$ cat config.mk
export PLATFORM = sky130hd
export DESIGN_NAME = normalizer_32_flat
export DESIGN_NICKNAME = d
export VERILOG_FILES = /design/src/rtl/normalizer_32_if.sv /design/src/rtl/normalizer_32.sv /design/src/flat_wrapper.sv
export SDC_FILE = /design/constraint.sdc
export NUM_CORES = 1
export LEC_CHECK = 0
export ABC_CLOCK_PERIOD_IN_PS = 7300
export BUFFER_PORTS_ARGS = -buffer_cell sky130_fd_sc_hd__buf_2
export CAP_MARGIN = 20
export CORE_ASPECT_RATIO = 0.5
export CORE_MARGIN = 8
export CORE_UTILIZATION = 50
export CTS_BUF_LIST = sky130_fd_sc_hd__clkbuf_2
export DETAILED_ROUTE_END_ITERATION = 8
export PLACE_DENSITY = 0.69
export SYNTH_ARGS = -nofsm -noshare
export SYNTH_HDL_FRONTEND = slang
export SYNTH_SLANG_ARGS = --single-unit
$ cat constraint.sdc
create_clock -name Clk -period 7.3 [get_ports Clk]
set_input_delay 1.46 -clock Clk [delete_from_list [all_inputs] [get_ports Clk]]
set_output_delay 1.46 -clock Clk [all_outputs]
set_load 0.05 [all_outputs]
$ cat src/rtl/normalizer_32_if.sv
// Start/Done operand and result bundle for normalizer_32.
interface normalizer_32_if;
  logic        Start;
  logic [31:0] X;
  logic        Signed;
  logic        Busy;
  logic        Done;
  logic [31:0] Norm;
  logic [4:0]  Sa;
  logic        Zero;

  modport master (output Start, X, Signed, input Busy, Done, Norm, Sa, Zero);
  modport slave  (input Start, X, Signed, output Busy, Done, Norm, Sa, Zero);
endinterface

$ cat src/rtl/normalizer_32.sv
// Multi-cycle 32-bit normalizer: one binary stage (16,8,4,2,1) per clock,
// returning the left-justifying shift amount and the normalized word.
module normalizer_32 (
  input  logic            Clk,
  input  logic            Reset,
  normalizer_32_if.slave  bus
);

  typedef enum logic [1:0] {S_IDLE, S_SHIFT, S_DONE} state_t;

  state_t      r_state;
  state_t      w_next;
  logic [31:0] r_w;
  logic        r_sgn;
  logic [4:0]  r_sa;
  logic        r_zero;
  logic [2:0]  r_k;
  logic [31:0] r_norm;
  logic        r_done;
  logic        r_busy;

  logic        w_accept;
  logic        w_pass;
  logic [31:0] w_shifted;

  // Signed mode folds the sign into zeros so both modes share one zero test;
  // the signed test spans n+1 bits so one copy of the sign always survives.
  function automatic logic stage_pass(input logic [31:0] w, input logic sgn,
                                      input logic [2:0] k);
    logic [31:0] t;
    int          n;
    int          lim;
    n   = 1 << k;
    t   = w ^ {32{sgn & w[31]}};
    lim = sgn ? (31 - n) : (32 - n);
    return (t >> lim) == 32'd0;
  endfunction

  assign w_accept  = bus.Start && (r_state != S_SHIFT);
  assign w_pass    = stage_pass(r_w, r_sgn, r_k);
  assign w_shifted = r_w << (6'd1 << r_k);

  always_comb begin
    w_next = r_state;
    case (r_state)
      S_IDLE:  if (bus.Start) w_next = S_SHIFT;
      S_SHIFT: if (r_k == 3'd0) w_next = S_DONE;
      S_DONE:  w_next = bus.Start ? S_SHIFT : S_IDLE;
      default: w_next = S_IDLE;
    endcase
  end

  // Control: state and registered status flags
  always_ff @(posedge Clk) begin
    if (Reset) begin
      r_state <= S_IDLE;
      r_busy  <= 1'b0;
      r_done  <= 1'b0;
    end else begin
      r_state <= w_next;
      r_busy  <= (w_next != S_IDLE);
      r_done  <= (w_next == S_DONE);
    end
  end

  // Datapath: operand latch, per-stage shift, result capture
  always_ff @(posedge Clk) begin
    if (Reset) begin
      r_w    <= 32'd0;
      r_sgn  <= 1'b0;
      r_sa   <= 5'd0;
      r_zero <= 1'b0;
      r_k    <= 3'd0;
      r_norm <= 32'd0;
    end else if (w_accept) begin
      r_w    <= bus.X;
      r_sgn  <= bus.Signed;
      r_sa   <= 5'd0;
      r_zero <= (bus.X == 32'd0);
      r_k    <= 3'd4;
      r_norm <= 32'd0;
    end else if (r_state == S_SHIFT) begin
      if (w_pass) begin
        r_w       <= w_shifted;
        r_sa[r_k] <= 1'b1;
      end
      if (r_k == 3'd0) r_norm <= w_pass ? w_shifted : r_w;
      else             r_k    <= r_k - 3'd1;
    end
  end

  assign bus.Busy = r_busy;
  assign bus.Done = r_done;
  assign bus.Norm = r_norm;
  assign bus.Sa   = r_sa;
  assign bus.Zero = r_zero;

endmodule

$ cat src/flat_wrapper.sv
// flat-port wrapper written by rule: the top's interface ports become plain ports
module normalizer_32_flat 
  (Clk, Reset, bus_Start, bus_X, bus_Signed, bus_Busy, bus_Done, bus_Norm, bus_Sa, bus_Zero);
  normalizer_32_if bus_i ();
  input  logic Clk;
  input  logic Reset;
  input wire logic [$bits(bus_i.Start)-1:0] bus_Start;
  input wire logic [$bits(bus_i.X)-1:0] bus_X;
  input wire logic [$bits(bus_i.Signed)-1:0] bus_Signed;
  output wire logic [$bits(bus_i.Busy)-1:0] bus_Busy;
  output wire logic [$bits(bus_i.Done)-1:0] bus_Done;
  output wire logic [$bits(bus_i.Norm)-1:0] bus_Norm;
  output wire logic [$bits(bus_i.Sa)-1:0] bus_Sa;
  output wire logic [$bits(bus_i.Zero)-1:0] bus_Zero;
  assign bus_i.Start = bus_Start;
  assign bus_i.X = bus_X;
  assign bus_i.Signed = bus_Signed;
  assign bus_Busy = bus_i.Busy;
  assign bus_Done = bus_i.Done;
  assign bus_Norm = bus_i.Norm;
  assign bus_Sa = bus_i.Sa;
  assign bus_Zero = bus_i.Zero;
  normalizer_32 u_core (.Clk(Clk), .Reset(Reset), .bus(bus_i));
endmodule
==> results.yml, run 1 <==
pwr:
  finalPower_mw: 1.68
  power.density_mw_per_mm2: 195
  ir_drop_uv: 120
  p_leak_nw: 3.61
placed_design:
  placed_cell_area_sq_mm: 0.00851
  place.port_buffers: 75
  place_inst: 1309
  dp_hpwl_mm: 23.9
  gp_congestion: 0.975
  place_ws_ps: 1290
hold_path:
  hp-class: "flip-flop to flip-flop"
setup_path:
  end_kind: "flip-flop"
  arrival_ps: 6580
  startpoint: "u_core.r_k[1]"
  path_class: "flip-flop to flip-flop"
  critPathLaunchType: "flip-flop"
  r2r_start: "u_core.r_k[1]"
  reg2reg_depth: 20
  rrSetupSlack_ps: 1110
  crit_required_ps: 7690
  r2r_end: "u_core.bus.Norm[18]"
  timing.critical_path.to: "u_core.bus.Norm[18]"
  crit_fanout: 34
timing:
  finalHoldViolCount: 0
  whs_ps: 473
  rsz0062_at_grt: "no"
  max_slew.worst_pin.slew_ps: 1100
  setup_ws_ps: 1110
  drv_slew: 0
  setup_tns_ps: 0
  slew_headroom_pct: 26.2
  setup_violations: 0
  skew_ps: 42.6
  period_share_pct: 84.8
  period_needed_ps: 6190
  max_freq_ghz: 0.162
routing:
  wl_mm: 33.2
  wl_per_cell_um: 25.0
  drc: 0
  drtAntennaViolNets: 0
  drt-initial-drc-count: 1201
  routed_via_density: 6.95
  dr.pass1.iters: 6
  vias: 9210
grt:
  grt_max_degree: 68
  grt_pass1_wl_mm: 50.2
  antenna_found_initial: 0
  grt_usage_pct: 29.9
  grt_pass1_vias: 8213
  grt-ovfl-total: 0
floorplanning:
  core-area_sq_mm: 0.0163
  start_util_pct: 50.9
  rows: 33
  ioPinCount: 76
  die_h_um: 107
  dieArea_sq_mm: 0.0212
  die_width_um: 198
synth:
  yosysSeqAreaShare_pct: 18.8
  synthMostInstantiatedCell: "a21oi_1"
  synth_top_cells_by_count: "122 x a21oi_1, 108 x mux2i_1, 102 x nand2_1, 80 x clkbuf_1, 79 x nor2_1"
  syn_nets: 1164
  synth_cell_type_count: 90
  ys_ff_latch: 78
  synth-edff-count: 0
  yosysTopAreaCell: "dfxtp_1"
  synth_top_area_share_pct: 18.8
  async_reset_ff_share_pct: 0
  ys_top_cells_by_area: "dfxtp_1 19%, mux2i_1 13%, a21oi_1 7.4%"
  synth.cell_area_sq_mm: 0.00830
  yosysWarnings: 0
  netlist_instances: 1118
  avgSynthCellArea_sq_um: 7.42
  synth_flop_cell: "dfxtp_1"
cells_and_area:
  design_area_sq_mm: 0.00861
  fillers: 1604
  syn_to_final_growth_pct: 3.80
  drive_above_1_share_pct: 15.0
  seq_area_sq_mm: 0.00156
  fin_cells: 1325
  nNetsFinal: 1139
  fin_util_pct: 52.8
  n_antenna_cell: 0
  multiInputGateArea_sq_mm: 0.00607
clocking:
  cts_resized: 0
  clock_sinks: 78
  tritoncts: "done"
  clockBufferDepth: 2
  cts_made_buffers: 9
  post-cts-setup-buffers: 0
  root_buffer: "clkbuf_2"
  ctsHoldBuffers: 0
  worstSkewPairLatency_ps: 540
  cts_htree_levels: 3
  path_clk_slew_ps: 250
flow_run:
  max-cap-violations: 0
outcome:
  status: "finished clean"
[area by class of cell]
cell class | count | share of cell area, %
Multi-Input combinational cell | 890 | 70.5
Sequential cell | 78 | 18.1
Timing Repair Buffer | 93 | 5.93
Tap cell | 227 | 3.30
Inverter | 21 | 0.944
Clock inverter | 7 | 0.639
Clock buffer | 9 | 0.523
[sequential cells by signal, summed over array words and instances (netlist names)]
signal	cells
u_core.r_state	2
u_core.bus.Norm	32
u_core.bus.Sa	5
u_core.bus.Zero	1
u_core.bus.Busy	1
u_core.r_sgn	1
u_core.r_k	3
u_core.bus.Done	1
u_core.r_w	32
[routing by layer]
metal  track usage, %  routed length [um]  vias up
met4             6.04                 432        0
li1                 -                   -     4167
met3             4.85                3760       38
met5                0                   0        -
met2             42.1               13500      580
met1             46.3               15500     4425
[worst min path at each step]
| stage | start | to | slack [ps] | cells past startpoint |
|---|---|---|---|---|
| after global routing | u_core.bus.Norm[28] | u_core.bus.Norm[28] | 500 | 2 |
| final | u_core.bus.Norm[24] | u_core.bus.Norm[24] | 470 | 2 |
| after CTS | u_core.bus.Norm[24] | u_core.bus.Norm[24] | 480 | 2 |
| after detailed placement | u_core.bus.Norm[0] | u_core.bus.Norm[0] | 450 | 2 |
| after floorplan | u_core.r_k[0] | u_core.r_k[0] | 500 | 2 |
| after global placement | u_core.bus.Norm[0] | u_core.bus.Norm[0] | 440 | 2 |
[kinds of logic after synthesis]
logic type	Yosys count	synth area share, %
compound gates	415	34.4
simple gates	319	19.1
buf+inv	150	8.22
mux	129	16.1
flops	78	18.8
xor+xnor	17	1.89
fa+ha+maj	10	1.51
[cell usage in the layout, fill, tap and decap left out, types with 18 or more instances in the layout]
master    instances
a211oi_1         29
nor3_1           19
dfxtp_1          77
nand3_1          26
mux2i_1         108
nand2_1         102
buf_4            18
inv_1            18
a21oi_1         122
o21ai_0          72
buf_2            75
nor2_1           78
[critical path: stages, from the launching register on]
cell and delay (ps):
dfxtp_1 430, inv_1 140, ha_1 570, and2_1 450, inv_1 200, ha_1 260
or2_2 290, ha_1 270, nand2b_1 140, a2bb2oi_1 190, o2111ai_1 500, a41oi_1 380
nand4_1 170, nand3_1 100, nor3_1 60, a2111oi_2 460, nor4_4 100, buf_4 240
nor2_8 560, mux2i_1 360, a21oi_1 120
[power by group]
group,switching [mW],internal [mW]
clock network,0.170,0.0481
registers,0.104,0.457
logic,0.573,0.330
(Power assumes the default switching activity.)
==> inputs of run 2 (changes only) <==
- ABC_CLOCK_PERIOD_IN_PS: 7300 -> 5400
- PLACE_DENSITY: 0.69 -> 0.72
- clock period: 7.3 -> 5.4 ns (I/O delays scaled with it)
==> run 2 against run 1 <==
Against the previous run:
- fmax grew 22%
- non-clock buffer count rose by 18
- critical path type unchanged
- die area unchanged
- critical endpoint is now u_core.r_w[26]
- final cell count is 1.4% higher
==> results.yml, run 2 (synthesis results as in run 1) <==
outcome:
  status: "finished clean"
timing:
  period_needed_ps: 5100
  max_freq_ghz: 0.196
  finalHoldViolCount: 0
  skew_ps: 27.1
  max_slew.worst_pin.slew_ps: 990
  slew_headroom_pct: 34.0
  drv_slew: 0
  rsz0062_at_grt: "no"
  setup_tns_ps: 0
  period_share_pct: 94.4
  setup_violations: 0
cells_and_area:
  drive_above_1_share_pct: 16.6
  n_antenna_cell: 0
  syn_to_final_growth_pct: 6.27
  nNetsFinal: 1158
  final_common_cell: "a21oi_1"
  design_area_sq_mm: 0.00882
  layout_common_cells: "122 x a21oi_1, 108 x mux2i_1, 102 x nand2_1, 78 x nor2_1, 77 x dfxtp_1"
floorplanning:
  die_h_um: 107
  die_width_um: 198
  start_util_pct: 50.9
  core-area_sq_mm: 0.0163
  rows: 33
  ioPinCount: 76
  dieArea_sq_mm: 0.0212
routing:
  drtAntennaViolNets: 0
  wl_mm: 31.9
  drc: 0
  wl_per_cell_um: 23.7
  vias: 9378
  routed_via_density: 6.98
  drt-initial-drc-count: 1287
  dr.pass1.iters: 6
pwr:
  power.density_mw_per_mm2: 263
  pwr-share-seq_pct: 32.2
  switchingPower_mw: 1.12
  clkPwrFrac_pct: 13.8
  ir_drop_uv: 181
  p_leak_nw: 3.73
  p_int_mw: 1.20
  sw_frac_of_total_pct: 48.5
  finalPower_mw: 2.32
  pwr-share-comb_pct: 54.0
flow_run:
  max-cap-violations: 0
setup_path:
  critPathTopFamily: "simple AND/OR/NAND/NOR gates"
  startpoint: "u_core.r_k[1]"
  crit_fanout: 19
  r2r_start: "u_core.r_k[1]"
  cp.buffers_inverters: 5
  crit_required_ps: 5840
  cp_slowest_cell: "nor4_4"
  critPathLaunchType: "flip-flop"
  end_kind: "flip-flop"
  cpPeakStageDelay_ps: 600
  crit_top_cell: "buf_4"
  path_cells: "inv_1 > ha_1 > buf_4 > nor2b_1 > inv_1 > ha_1 > nor2b_2 > xnor2_2 > buf_4 > nor2_1 > nand3_1 > o211ai_1 > o21ai_0 > a221oi_1 > o2111ai_2 > nor4_4 > buf_4 > o21ai_1 > a21boi_1 > o211a_1"
  path_class: "flip-flop to flip-flop"
  arrival_ps: 5540
hold_path:
  hp-class: "flip-flop to flip-flop"
  hp-start: "u_core.bus.Norm[25]"
clocking:
  worstSkewPairLatency_ps: 520
  ctsHoldBuffers: 0
  cts_htree_levels: 3
  cts_made_buffers: 9
  path_clk_slew_ps: 220
  post-cts-setup-buffers: 0
  cts_resized: 0
  clock_sinks: 78
  tritoncts: "done"
  clockBufferDepth: 2
  root_buffer: "clkbuf_2"
placed_design:
  placed_cell_area_sq_mm: 0.00864
  dp_hpwl_mm: 23.1
  place.port_buffers: 75
  gp_congestion: 0.968
grt:
  grt_pass1_vias: 8462
  grt_pass1_wl_mm: 48.9
  met3_usage_pct: 6.97
  grt-ovfl-total: 0
  use_met1_pct: 41.6
  grt_max_degree: 58
  grt_use_met2_pct: 40.0
  top_usage_layer: "met1"
  antenna_found_initial: 1
  grt_usage_pct: 28.7
[run 2: worst register-to-register path: stages (launching register included)]
cell	delay, ps
dfxtp_1	500
inv_1	150
ha_1	210
buf_4	200
nor2b_1	160
inv_1	100
ha_1	230
nor2b_2	320
xnor2_2	220
buf_4	250
nor2_1	260
nand3_1	110
o211ai_1	180
o21ai_0	120
a221oi_1	340
o2111ai_2	190
nor4_4	600
buf_4	370
o21ai_1	110
a21boi_1	180
o211a_1	220
[run 2: path summary, 6_finish.rpt]
path	end	slack, ps	cells past startpoint
setup / recovery	u_core.r_w[26]	300	20
setup reg to reg	u_core.r_w[26]	300	20
hold / removal	u_core.bus.Norm[25]	470	2
hold reg to reg	u_core.bus.Norm[25]	470	2
[run 2: area by class of cell]
class	instances	area, sq um
Fill cell	1585	7490
Clock buffer	10	50.0
Timing Repair Buffer	111	687
Clock inverter	5	60.1
Sequential cell	78	1560
Inverter	21	81.3
Multi-Input combinational cell	891	6090
Tap cell	227	284
[run 2: through the flow]
step	setup slack [ps]	utilization [%]	instances	hold WS, ps
global route	5.48	54.1	1343	511
finish	305	54.1	1343	472
global placement	412	53.0	1325	439
floorplan	480	-	1118	503
CTS	293	53.7	1340	474
detailed placement	324	53.0	1325	444
[run 2: power groups by stage]
stage	registers [mW]	clock network, mW	logic (mW)
finish	0.746	0.321	1.25
detailed placement	0.746	0	1.19
CTS	0.734	0.323	1.20
global placement	0.744	0	1.19
floorplan	0.695	0	0.948
global route	0.749	0.350	1.34
[run 2: layer usage]
layer,wire length (um),share of wire (%),vias up
met1,13900,44,4403
met5,9,0.028,-
li1,-,-,4200
met3,4350,14,87
met2,12600,40,686
met4,985,3.1,2
==> inputs of run 3 (changes only) <==
- BUFFER_PORTS_ARGS: -buffer_cell sky130_fd_sc_hd__buf_2 -> -buffer_cell sky130_fd_sc_hd__buf_4
==> run 3 against run 2 <==
Against the previous run:
- register-to-register slack got worse by 50 ps
- clock power rose by 29%
- wire length rose by 2.0%
- first-iteration DRC count fell by 1.2%
- non-clock buffer count rose by 4
- die area did not move
- clock-buffer cell count rose by 1
- core utilization rose by 1.9 points
- fmax fell by 1.1%
- design area rose by 3.4%
- largest power group unchanged
==> results.yml, run 3 (synthesis results as in run 1) <==
clocking:
  tritoncts: "done"
  root_buffer: "clkbuf_2"
  ctsHoldBuffers: 0
  cts_made_buffers: 9
  clock_sinks: 78
  path_clk_slew_ps: 220
  clockBufferDepth: 2
  cts_htree_levels: 3
  worstSkewPairLatency_ps: 530
hold_path:
  hp-start: "u_core.bus.Norm[0]"
  hold-path-cell-count: 2
  whs_endpoint: "u_core.bus.Norm[0]"
  hp-class: "flip-flop to flip-flop"
timing:
  setup_violations: 0
  setup_tns_ps: 0
  max_slew.worst_pin.slew_ps: 1050
  whs_ps: 474
  slew_headroom_pct: 29.9
  period_share_pct: 95.4
  drv_slew: 0
  max_freq_ghz: 0.194
  skew_ps: 54.1
  period_needed_ps: 5150
  setup_ws_ps: 251
  finalHoldViolCount: 0
setup_path:
  path_cells: "inv_1 > ha_1 > nor3_1 > o211a_1 > or2_2 > ha_1 > nand2b_1 > a2bb2oi_1 > o2111ai_2 > buf_4 > nor2_1 > nand2b_1 > a41o_1 > a31o_2 > o2111ai_2 > nor4_4 > buf_4 > buf_12 > nor2_8 > mux2i_1 > a21oi_1"
  cpPeakStageDelay_ps: 520
  path_class: "flip-flop to flip-flop"
  critPathLaunchType: "flip-flop"
  cp_slowest_cell: "dfxtp_1"
  crit_required_ps: 5800
  rrSetupSlack_ps: 250
  crit_fanout: 17
  r2r_end: "u_core.r_w[23]"
  r2r_start: "u_core.r_k[0]"
  reg2reg_depth: 21
  startpoint: "u_core.r_k[0]"
  end_kind: "flip-flop"
  arrival_ps: 5550
routing:
  routed_via_density: 6.94
  dr.pass1.iters: 6
  vias: 9350
  met3WireLength_mm: 3.98
  drc: 0
  wl_mm: 32.5
  highest_layer: "met4"
  drt-initial-drc-count: 1272
  met1_length_mm: 14.6
  wl_per_cell_um: 24.1
  drtAntennaViolNets: 0
  wl_met2_mm: 13.3
grt:
  grt_pass1_wl_mm: 49.6
  antenna_found_initial: 1
  grt_max_degree: 58
  grt_pass1_vias: 8493
  grt_usage_pct: 29.2
  grt-ovfl-total: 0
floorplanning:
  core-area_sq_mm: 0.0163
  die_width_um: 198
  rows: 33
  dieArea_sq_mm: 0.0212
  start_util_pct: 50.9
  die_h_um: 107
  ioPinCount: 76
pwr:
  power.density_mw_per_mm2: 270
  p_leak_nw: 3.82
  ir_drop_uv: 234
cells_and_area:
  drive_above_1_share_pct: 17.0
  design_area_sq_mm: 0.00912
  layout_common_cells: "122 x a21oi_1, 110 x buf_4, 108 x mux2i_1, 102 x nand2_1, 78 x nor2_1"
  final_common_cell: "a21oi_1"
  nNetsFinal: 1162
  fin_util_pct: 55.9
  syn_to_final_growth_pct: 9.92
  fillers: 1556
  n_antenna_cell: 0
outcome:
  status: "finished clean"
placed_design:
  gp_congestion: 0.962
  placed_cell_area_sq_mm: 0.00886
  place.port_buffers: 75
  dp_hpwl_mm: 23.6
  place_ws_ps: 295
flow_run:
  max-cap-violations: 0
-- run 3: worst max path at each step --
stage / to / slack [ps] / depth (start not counted)
final: u_core.r_w[23] / 250 / 21
after global routing: u_core.r_w[19] / -2 / 21
after CTS: u_core.r_w[25] / 250 / 17
after detailed placement: u_core.r_w[25] / 290 / 17
after global placement: u_core.r_w[25] / 400 / 17
after floorplan: u_core.r_w[26] / 480 / 23
-- run 3: metrics by stage --
| step | total power [mW] | instances |
|---|---|---|
| finish | 2.46 | 1348 |
| global route | 2.58 | 1348 |
| CTS | 2.38 | 1343 |
| detailed placement | 1.96 | 1327 |
| global placement | 1.96 | 1327 |
| floorplan | 1.64 | 1118 |
-- run 3: layout make-up --
type,count,area [sq um],share of cell area (%)
clock inverters,5,108,1.18
well taps,227,284,3.11
multi-input cells,891,6100,66.9
clock buffers,11,55.1,0.604
inverters,21,81.3,0.892
flip-flops and latches,78,1560,17.2
repair buffers,115,926,10.2
-- run 3: per-layer routing --
layer / GRT usage (%) / vias to the layer above
li1: - / 4225
met1: 43.6 / 4441
met2: 42.1 / 629
met3: 5.25 / 55
met4: 7.26 / 0
met5: 0 / -
-- run 3: repair_timing --
action                                 in CTS  in global routing
gates resized for setup                     0                  3
endpoints found under the hold margin       0                  0
setup endpoints to repair                   0                 62
setup buffers                               0                  3
-- run 3: worst max-delay path: cells and delay by family, from the launching register on --
kind            cells  cell delay [ps]
compound gates      7             1450
simple gates        7             1440
buf+inv             4              740
fa+ha+maj           2              530
flops               1              520
mux                 1              340
-- run 3: power by group --
group	internal, mW	switching (mW)	leakage, nW	total [mW]
clock network	0.205	0.209	0.0963	0.414
registers	0.618	0.133	0.640	0.751
logic	0.505	0.788	3.08	1.29
